### src/rtl/box_filter_pkg.sv
// Shared sizing helpers and sideband types for the K x K box-sum filter.
// Also holds the reciprocal constants used when BOX_FILTER_NORM_EN is defined.
package box_filter_pkg;

    typedef struct packed {
        logic vld;
        logic eol;
    } tag_t;

    // Number of bits needed to represent value (0 -> 0, 8 -> 4, 127 -> 7).
    function automatic int clogb2(input longint value);
        longint v;
        int     n;
        v = value;
        for (n = 0; v > 64'sd0; n++) begin
            v = v >>> 1;
        end
        return n;
    endfunction

    function automatic int add_stages(input int k);
        return clogb2(longint'(k * k - 1));
    endfunction

    function automatic int sum_width(input int k, input int pw);
        return pw + add_stages(k);
    endfunction

    // Node count of an adder-tree level; odd leftovers ride along to the next level.
    function automatic int tree_nodes(input int n_in, input int lvl);
        int n;
        n = n_in;
        for (int i = 0; i < lvl; i++) begin
            n = (n + 1) / 2;
        end
        return n;
    endfunction

    // Shift wide enough that (s + (K*K-1)/2) * RECIP >> SHIFT is exact for every s < 2^SUM_W.
    function automatic int norm_shift(input int k, input int pw);
        return sum_width(k, pw) + clogb2(longint'(k * k));
    endfunction

    function automatic longint recip(input int k, input int shift);
        longint d;
        d = longint'(k * k);
        return ((64'sd1 <<< shift) + d - 64'sd1) / d;
    endfunction

endpackage

### src/rtl/box_filter_kxk_adder_tree.sv
// Pipelined unsigned N-input adder tree; one register per level, width grows one bit per level.
// A valid/eol tag rides alongside; the final level only loads on a valid tag so its output holds.
module adder_tree_pipe
    import box_filter_pkg::*;
#(
    parameter int N_IN = 9,
    parameter int IN_W = 14
) (
    input  logic                                  clk,
    input  logic                                  arst,
    input  logic [N_IN*IN_W-1:0]                  din,
    input  tag_t                                  tag_in,
    output logic [IN_W+clogb2(longint'(N_IN-1))-1:0] dout,
    output tag_t                                  tag_out
);

    localparam int LEVELS = clogb2(longint'(N_IN - 1));

    for (genvar l = 0; l <= LEVELS; l++) begin : g_lvl
        localparam int CNT = tree_nodes(N_IN, l);
        localparam int W   = IN_W + l;

        logic [W-1:0] node_s [CNT];
        tag_t         tag_s;

        if (l == 0) begin : g_src
            for (genvar i = 0; i < CNT; i++) begin : g_node
                assign node_s[i] = din[i*IN_W +: IN_W];
            end
            assign tag_s = tag_in;
        end else begin : g_add
            localparam int PCNT = tree_nodes(N_IN, l - 1);

            logic [W-1:0] sum_s  [CNT];
            logic [W-1:0] node_r [CNT];
            tag_t         tag_r;

            for (genvar i = 0; i < CNT; i++) begin : g_node
                if (2 * i + 1 < PCNT) begin : g_pair
                    assign sum_s[i] = W'(g_lvl[l-1].node_s[2*i]) + W'(g_lvl[l-1].node_s[2*i+1]);
                end else begin : g_odd
                    assign sum_s[i] = W'(g_lvl[l-1].node_s[2*i]);
                end
            end

            // level register; intermediate levels free-run, the last one loads only on valid
            always_ff @(posedge clk or posedge arst) begin
                if (arst) begin
                    for (int i = 0; i < CNT; i++) begin
                        node_r[i] <= '0;
                    end
                    tag_r <= '0;
                end else begin
                    tag_r <= g_lvl[l-1].tag_s;
                    if ((l < LEVELS) || g_lvl[l-1].tag_s.vld) begin
                        node_r <= sum_s;
                    end else begin
                        node_r <= node_r;
                    end
                end
            end

            assign node_s = node_r;
            assign tag_s  = tag_r;
        end
    end

    assign dout    = g_lvl[LEVELS].node_s[0];
    assign tag_out = g_lvl[LEVELS].tag_s;

endmodule

### src/rtl/box_filter_kxk.sv
// K x K box-sum filter fed one packed column per accepted beat; emits window sums with eol flag.
// Define BOX_FILTER_NORM_EN to output round-half-up(sum / (K*K)) after one extra stage.
module box_filter_kxk
    import box_filter_pkg::*;
#(
    parameter int KX_WIDTH    = 3,
    parameter int PIXEL_WIDTH = 14,
    parameter int IMAGE_WIDTH = 128
) (
    input  logic                                           clk,
    input  logic                                           arst,
    input  logic [KX_WIDTH*PIXEL_WIDTH-1:0]                data_in,
    input  logic                                           din_valid,
    input  logic                                           din_sol,
    output logic [PIXEL_WIDTH+add_stages(KX_WIDTH)-1:0]    data_out,
    output logic                                           dout_valid,
    output logic                                           dout_eol
);

    localparam int K          = KX_WIDTH;
    localparam int SUM_W      = sum_width(KX_WIDTH, PIXEL_WIDTH);
    localparam int CNT_WIDTH  = clogb2(longint'(IMAGE_WIDTH - 1));

    logic [CNT_WIDTH-1:0]   col_r;
    logic [CNT_WIDTH-1:0]   col_next_s;
    logic                   line_open_r;
    tag_t                   cap_tag_s;
    tag_t                   cap_tag_r;
    logic [PIXEL_WIDTH-1:0] win_r     [K][K];
    logic [PIXEL_WIDTH-1:0] win_nxt_s [K][K];
    logic [K*K*PIXEL_WIDTH-1:0] win_flat_s;
    logic [SUM_W-1:0]       tree_sum_s;
    tag_t                   tree_tag_s;

    // column index of the beat being accepted; a fresh line after reset starts at 0
    always_comb begin
        col_next_s = col_r;
        cap_tag_s  = '0;
        if (din_valid) begin
            if (din_sol || !line_open_r || (col_r == CNT_WIDTH'(IMAGE_WIDTH - 1))) begin
                col_next_s = '0;
            end else begin
                col_next_s = col_r + CNT_WIDTH'(1'b1);
            end
            cap_tag_s.vld = (col_next_s >= CNT_WIDTH'(K - 1));
            cap_tag_s.eol = cap_tag_s.vld && (col_next_s == CNT_WIDTH'(IMAGE_WIDTH - 1));
        end else begin
            col_next_s = col_r;
            cap_tag_s  = '0;
        end
    end

    // window column K-1 is the newest; each row is one image line
    for (genvar r = 0; r < K; r++) begin : g_row
        for (genvar c = 0; c < K; c++) begin : g_col
            if (c < K - 1) begin : g_shift
                assign win_nxt_s[r][c] = win_r[r][c+1];
            end else begin : g_load
                assign win_nxt_s[r][c] = data_in[r*PIXEL_WIDTH +: PIXEL_WIDTH];
            end
            assign win_flat_s[(r*K+c)*PIXEL_WIDTH +: PIXEL_WIDTH] = win_r[r][c];
        end
    end

    // capture stage: window shift, column counter and tag, all gated by din_valid
    always_ff @(posedge clk or posedge arst) begin
        if (arst) begin
            for (int r = 0; r < K; r++) begin
                for (int c = 0; c < K; c++) begin
                    win_r[r][c] <= '0;
                end
            end
            col_r       <= '0;
            line_open_r <= 1'b0;
            cap_tag_r   <= '0;
        end else begin
            if (din_valid) begin
                win_r       <= win_nxt_s;
                line_open_r <= 1'b1;
            end else begin
                win_r       <= win_r;
                line_open_r <= line_open_r;
            end
            col_r     <= col_next_s;
            cap_tag_r <= cap_tag_s;
        end
    end

    adder_tree_pipe #(
        .N_IN (K * K),
        .IN_W (PIXEL_WIDTH)
    ) u_tree (
        .clk     (clk),
        .arst    (arst),
        .din     (win_flat_s),
        .tag_in  (cap_tag_r),
        .dout    (tree_sum_s),
        .tag_out (tree_tag_s)
    );

`ifdef BOX_FILTER_NORM_EN
    localparam int     SHIFT  = norm_shift(KX_WIDTH, PIXEL_WIDTH);
    localparam longint RECIP  = recip(KX_WIDTH, SHIFT);
    localparam int     PROD_W = SHIFT + SUM_W;
    localparam int     HALF   = (K * K - 1) / 2;

    logic [PROD_W-1:0] prod_s;
    logic [SUM_W-1:0]  norm_r;
    logic              norm_vld_r;
    logic              norm_eol_r;

    assign prod_s = (PROD_W'(tree_sum_s) + PROD_W'(HALF)) * PROD_W'(RECIP);

    // normalise stage: quotient is below 2^PIXEL_WIDTH so the upper bits stay zero
    always_ff @(posedge clk or posedge arst) begin
        if (arst) begin
            norm_r     <= '0;
            norm_vld_r <= 1'b0;
            norm_eol_r <= 1'b0;
        end else begin
            norm_vld_r <= tree_tag_s.vld;
            norm_eol_r <= tree_tag_s.eol;
            if (tree_tag_s.vld) begin
                norm_r <= SUM_W'(prod_s >> SHIFT);
            end else begin
                norm_r <= norm_r;
            end
        end
    end

    assign data_out   = norm_r;
    assign dout_valid = norm_vld_r;
    assign dout_eol   = norm_eol_r;
`else
    assign data_out   = tree_sum_s;
    assign dout_valid = tree_tag_s.vld;
    assign dout_eol   = tree_tag_s.eol;
`endif

endmodule

### config.mk
export PLATFORM = sky130hd
export DESIGN_NAME = box_filter_kxk
export DESIGN_NICKNAME = d
export VERILOG_FILES = /design/src/rtl/box_filter_pkg.sv /design/src/rtl/box_filter_kxk_adder_tree.sv /design/src/rtl/box_filter_kxk.sv
export SDC_FILE = /design/constraint.sdc
export NUM_CORES = 1
export LEC_CHECK = 0
export CAP_MARGIN = 25
export CELL_PAD_IN_SITES_DETAIL_PLACEMENT = 1
export CELL_PAD_IN_SITES_GLOBAL_PLACEMENT = 2
export CORE_ASPECT_RATIO = 0.75
export CORE_MARGIN = 2
export CORE_UTILIZATION = 43
export DETAILED_ROUTE_END_ITERATION = 7
export PLACE_DENSITY_LB_ADDON = 0.25
export SLEW_MARGIN = 0
export SYNTH_ARGS = -nofsm -noshare
export SYNTH_HDL_FRONTEND = slang
export SYNTH_SLANG_ARGS = --single-unit
### constraint.sdc
create_clock -name clk -period 13.7 [get_ports clk]
set_input_delay 2.74 -clock clk [delete_from_list [all_inputs] [get_ports clk]]
set_output_delay 2.74 -clock clk [all_outputs]
set_load 0.05 [all_outputs]
# --- After elaboration in Yosys (flattened, before gate mapping) ---
# Index checks and enable logic that the tools add are counted.
totals:
  word_cells: 51
  inputBits: 46
  output_inout_bits: 20
  register_bits: 313
classes:
  add_sub_neg: 9
  n_eq_ne: 2
  mux: 3
  order_cmp: 1
  n_reduce_logical: 4
op_table:
  columns: ["cell", "n"]
  rows:
  - ["$add 14x14->15", 4]
  - ["$add 15x15->16", 2]
  - ["$add 17x14->18", 1]
  - ["$add 16x16->17", 1]
  - ["$eq 7x7->1 const B", 2]
  - ["$mux 7", 2]
  - ["$add 7x1->7 const B", 1]
  - ["$ge 7x2->1 const B", 1]
  - ["$logic_or 1x1->1", 2]
  - ["$mux 2", 1]
  - ["$logic_and 1x1->1", 1]
  - ["$logic_not 1->1", 1]

# --- Logic depth before layout (Yosys ltp) ---
depth:
  ltp_word: 8
  ltp_mapped: 10
  ltp_nobuf: 10

# --- Hierarchy ---
# A second synthesis with hierarchy kept.
unflattened:
  hier_cells: 1219
  hier_area_um2: 15008.1
modules_own_cells:
  columns: ["mod", "instances", "seq_area_each_um2", "area_per_inst_um2", "cells_each"]
  rows:
  - ["adder_tree_pipe", 1, 4429.2, 9743.1, 887]
  - ["box_filter_kxk", 1, 3403.3, 5265.0, 332]

# --- Worst setup path before layout ---
# No wires, ideal clock.
synth_timing:
  kind: "input -> register"
  start: "in din_valid"
  end: "reg win_r (netlist bit win_flat_s[28])"
  t_arrival_ps: 4017
  required_time_ps: 13575
  stages: 4
  slack_ps: 9559
  setup_ps: 125
  n_path_buf: 3
  cell_sequence: "clkbuf_1 -> clkbuf_1 -> clkbuf_1 -> mux2_2"
synth_rtl:
  columns: ["item", "line_no", "rtl"]
  rows:
  - ["from (decl)", "box_filter_kxk.sv:13", "input logic din_valid,"]
  - ["to (signal assigned)", "box_filter_kxk.sv:78", "win_r <= win_nxt_s;"]
  - ["to (signal assigned)", "box_filter_kxk.sv:81", "win_r <= win_r;"]
  - ["to (decl)", "box_filter_kxk.sv:29", "logic [PIXEL_WIDTH-1:0] win_r [K][K];"]
# No word-level cell between the ends.

==> results.md <==
Routing:
- The post-detailed-route DRC marker count is 0.
- In the detailed route, the total length drawn on met3 is roughly 910 um.
- The detail route stage leaves a number of antenna-violating nets equal to 0.
- After detailed routing, the average wire length per cell comes to 17.3 um.
- After detailed routing, the total wire length is 29,200 um.
- For this block, wires on met1 add up to roughly 14,000 um.
- For this block, the initial DRC count from the detailed router was roughly 340.
- The highest metal layer carrying signal wires in the routed design is met4.
- The first-pass iteration count of the detailed router is 4.
- In the detailed route, the total length drawn on met2 is roughly 13,000 um.
- Dividing the detail-routed via count by the number of cells gives approximately 5.2.
- The routed layout has 8,779 vias.

Clocking:
- CTS saw between 300 and 400 sinks.
- The clock passes through at most 3 buffers.
- The clock transition time at the flip-flop clock pins of the worst setup and hold paths is around 0.060 ns.
- TritonCTS built the clock tree.
- The number of buffers created by CTS is 35.
- The depth of the CTS H-tree is 2.
- At the later pin of the worst-skew pair, clock insertion delay measures 0.52 ns.
- Post-CTS timing repair inserted 0 buffers for setup.
- The root buffer selected by CTS is sky130_fd_sc_hd__clkbuf_16.
- The total of hold buffers inserted after clock tree synthesis is 0.
- Once the clock tree was built, the resizer swapped 0 gates to a different size.

Global routing:
- The leftover overflow at the end of global routing is 0.
- The first global-routing pass estimated a little under 50,000 um of wire.
- The via count of the first global-routing pass came to 9,469.
- The number of antenna violations at the first check in global routing is 0.
- Entering global routing, the biggest net connects 113 pins.
- The total global-route track usage is between 10% and 20%.

Final layout:
- The storage element area is 0.00783 mm^2.
- The antenna diode instance count is 0.
- The area occupied by multi-input gates is between 0.006 and 0.007 mm^2.
- At the end of the flow, the number of nets in the layout was between 1,000 and 1,500.
- The number of filler cells placed in the layout is ~3,400.
- In the final layout, the share of cells above drive strength 1 is about 16%.
- From synthesis to final layout, the design area changed by 16.1%.
- In the layout the commonest cells are sky130_fd_sc_hd__dfrtp_1, sky130_fd_sc_hd__mux2_2, sky130_fd_sc_hd__ha_1.
- Once layout is done, the placed cells without fillers occupy 0.0168 mm^2.
- The most frequent standard cell in the layout excluding fill and tap cells is sky130_fd_sc_hd__dfrtp_1.
- Cells fill between 50% and 60% of the core in the end.

Logic synthesis:
- After synthesis, the netlist uses 57 different library cells.
- Ranked by total cell area, the synthesized netlist is headed by sky130_fd_sc_hd__dfrtp_1, sky130_fd_sc_hd__mux2_2, sky130_fd_sc_hd__ha_1.
- When the netlist entered floorplanning its net count stood at 1,300.
- The most used flip-flop cell after synthesis is sky130_fd_sc_hd__dfrtp_1.
- Synthesis handed over a netlist of 1,129 instances.
- Counting flops with an async set or reset pin after synthesis yields a share of between 90% and 100%.
- The cell taking the most area after synthesis is sky130_fd_sc_hd__dfrtp_1.
- Summing every instance area after synthesis gives around 0.014 mm^2.
- The number of synthesized flops with an enable pin is 0.
- The area share of the largest cell type after synthesis is a little over half.
- The mean instance size in the synthesized netlist is 12.8 um^2.
- The flip-flop and latch count after synthesis is approximately 310.
- For this run, the number of Yosys warnings is 0.
- The fraction of the yosys area taken by sequential cells is between 50 and 60%.

Power:
- The highest ir drop seen on vdd is between 0.09 and 0.1 mV.
- In this run, flip-flops and latches consume roughly 34% of the power.
- The internal power of the cells is 2520 uW.
- Summed over all cells, the static leakage comes to ~0.0074 uW.
- Net switching is a little over a third of the power.
- For this design the ratio of total power to cell area is 237 mW/mm^2.
- In this run, the clock network consumes a little under a quarter of the power.
- Combinational logic is responsible for between 40% and 50% of the overall power.
- For this design the total switching power over the nets is approximately 1500 uW.

Floorplan:
- 66 I/O pins were placed.
- The floorplan die height is 163 um.
- The area of the core is approximately 0.033 mm^2.
- The die is ~220 um wide.
- The die footprint is about 0.035 mm^2.
- The number of core rows is between 50 and 60.
- The initial utilization of the core area, before any placement, comes to between 40 and 50%.

Worst setup path:
- The sort of element at the start of the critical path is an input pin.
- The arrival time at the worst endpoint is slightly above 5 ns.
- The worst setup path is captured at an asynchronous set/reset pin.
- For the worst setup path, the data required time is 14.22 ns.
- Of all nets on the critical path, the largest fanout is between 100 and 150.
- The setup slack of the most critical reg-to-reg path is ~11 ns.
- The worst setup path is of the in2async kind.

Timing:
- The maximum operating frequency is 214 MHz.
- At the pin with the least slew margin, the transition time is about 0.87 ns.
- The final max-slew violation count was 0.
- Of the available clock period, the critical path in the final layout requires roughly 34%.
- Setup violations remaining at the end of the flow were counted as 0.
- The headroom to the max-slew limit is about two fifths.
- Setup repair after global routing left no endpoint under its margin.
- The count of final hold-check violations came to 0.
- After layout, the minimum clock period comes to between 4 and 5 ns.
- The total negative slack for setup checks is 0 ns.
- Clock skew on the completed layout was measured at 0.0126 ns.

Place:
- In this run the cell area measured after placement is 0.0156 mm^2.
- At the end of routability-driven placement, the weighted congestion stood at ~0.74.
- In this run the tool buffered the top-level ports with 65 buffer cells.
- The estimated wirelength of the detail-placed design is about 21,000 um.

Run:
- The number of maximum-capacitance violations is 0.

Hold path:
- The type of the worst min-delay path is reg2reg.

Run status:
- The flow ran to the end, and the final reports show no timing, DRC or antenna violations.
power groups by stage:
stage	combinational (uW)	clock [uW]	sequential, uW
finish	1730	911	1340
global route	1940	979	1370
CTS	1750	943	1350
detailed placement	1730	0	1360
global placement	1680	0	1350
floorplan	1240	0	1400
layout make-up:
| class | instances | share of cell area, % |
|---|---|---|
| sequential | 313 | 46.7 |
| tap | 450 | 3.36 |
| timing repair buffer | 71 | 4.28 |
| clock inverter | 7 | 0.396 |
| inverter | 22 | 0.538 |
| clock buffer | 51 | 6.26 |
| multi-input combinational | 774 | 38.4 |
sequential cells by signal, indices dropped and copies added (netlist names):
register                   cells
u_tree.tag_out                 2
u_tree.dout                   18
u_tree.g_lvl.g_add.tag_r       6
win_flat_s                   126
u_tree.g_lvl.g_add.node_r    151
line_open_r                    1
cap_tag_r                      2
col_r                          7
per-layer routing:
layer	vias to the layer above	GRT usage (%)
met3	40	3.04
met2	88	27.6
li1	4246	-
met1	4405	24.9
met5	-	0
met4	0	4.61
cells in the mapped netlist, types with 19 or more instances:
cell	instances
sky130_fd_sc_hd__dfrtp_1	313
sky130_fd_sc_hd__mux2_2	134
sky130_fd_sc_hd__ha_1	117
sky130_fd_sc_hd__xnor2_1	70
sky130_fd_sc_hd__a21oi_1	69
sky130_fd_sc_hd__o21ai_0	50
sky130_fd_sc_hd__nor2_1	46
sky130_fd_sc_hd__nand2_1	39
sky130_fd_sc_hd__a21o_1	31
sky130_fd_sc_hd__xor2_1	28
sky130_fd_sc_hd__o21a_1	25
sky130_fd_sc_hd__inv_1	22
sky130_fd_sc_hd__clkbuf_1	19
worst max-delay path, stage by stage:
cell and delay (ns):
sky130_fd_sc_hd__clkdlybuf4s50_1 0.49, sky130_fd_sc_hd__inv_8 0.49, sky130_fd_sc_hd__buf_4 0.28, sky130_fd_sc_hd__buf_16 0.31, sky130_fd_sc_hd__buf_4 0.71
final timing paths:
| kind | to | start | depth (start not counted) |
|---|---|---|---|
| max | win_flat_s[13] | arst | 5 |
| min reg2reg | u_tree.g_lvl[3].g_add.node_r[9] | u_tree.g_lvl[2].g_add.node_r[9] | 0 |
| max in group clk | data_out[9] | u_tree.dout[9] | 1 |
| min in group asynchronous | win_flat_s[113] | arst | 2 |
| min | u_tree.g_lvl[3].g_add.node_r[9] | u_tree.g_lvl[2].g_add.node_r[9] | 0 |
| max reg2reg | u_tree.g_lvl[2].g_add.node_r[46] | u_tree.g_lvl[1].g_add.node_r[45] | 9 |
stage by stage:
| stage | cells | power [uW] | worst slack, ns | hold WS (ns) |
|---|---|---|---|---|
| 4_1_cts | 1687 | 4040 | 8.49 | 0.349 |
| 2_1_floorplan | 1129 | 2640 | 2.30 | 0.331 |
| 5_1_grt | 1688 | 4290 | 8.58 | 0.349 |
| 6_report | 1688 | 3980 | 9.03 | 0.346 |
| 3_5_place_dp | 1629 | 3100 | 7.93 | 0.336 |
| 3_3_place_gp | 1629 | 3030 | 8.01 | 0.331 |
cells by family (layout without fill, tap and decap cells):
kind of cell	count (synthesis)	after routing	share of synthesized area [%]
DFF	313	313	54.3
xor gates and xnor gates	98	98	5.95
adders and majority gates	125	125	11.3
muxes	135	135	10.6
buffers and inverters	42	151	1.09
AOI/OAI and AO/OA	252	252	11.3
and+or+nand+nor	164	164	5.61
No activity file was read; power rests on OpenSTA's default activity.
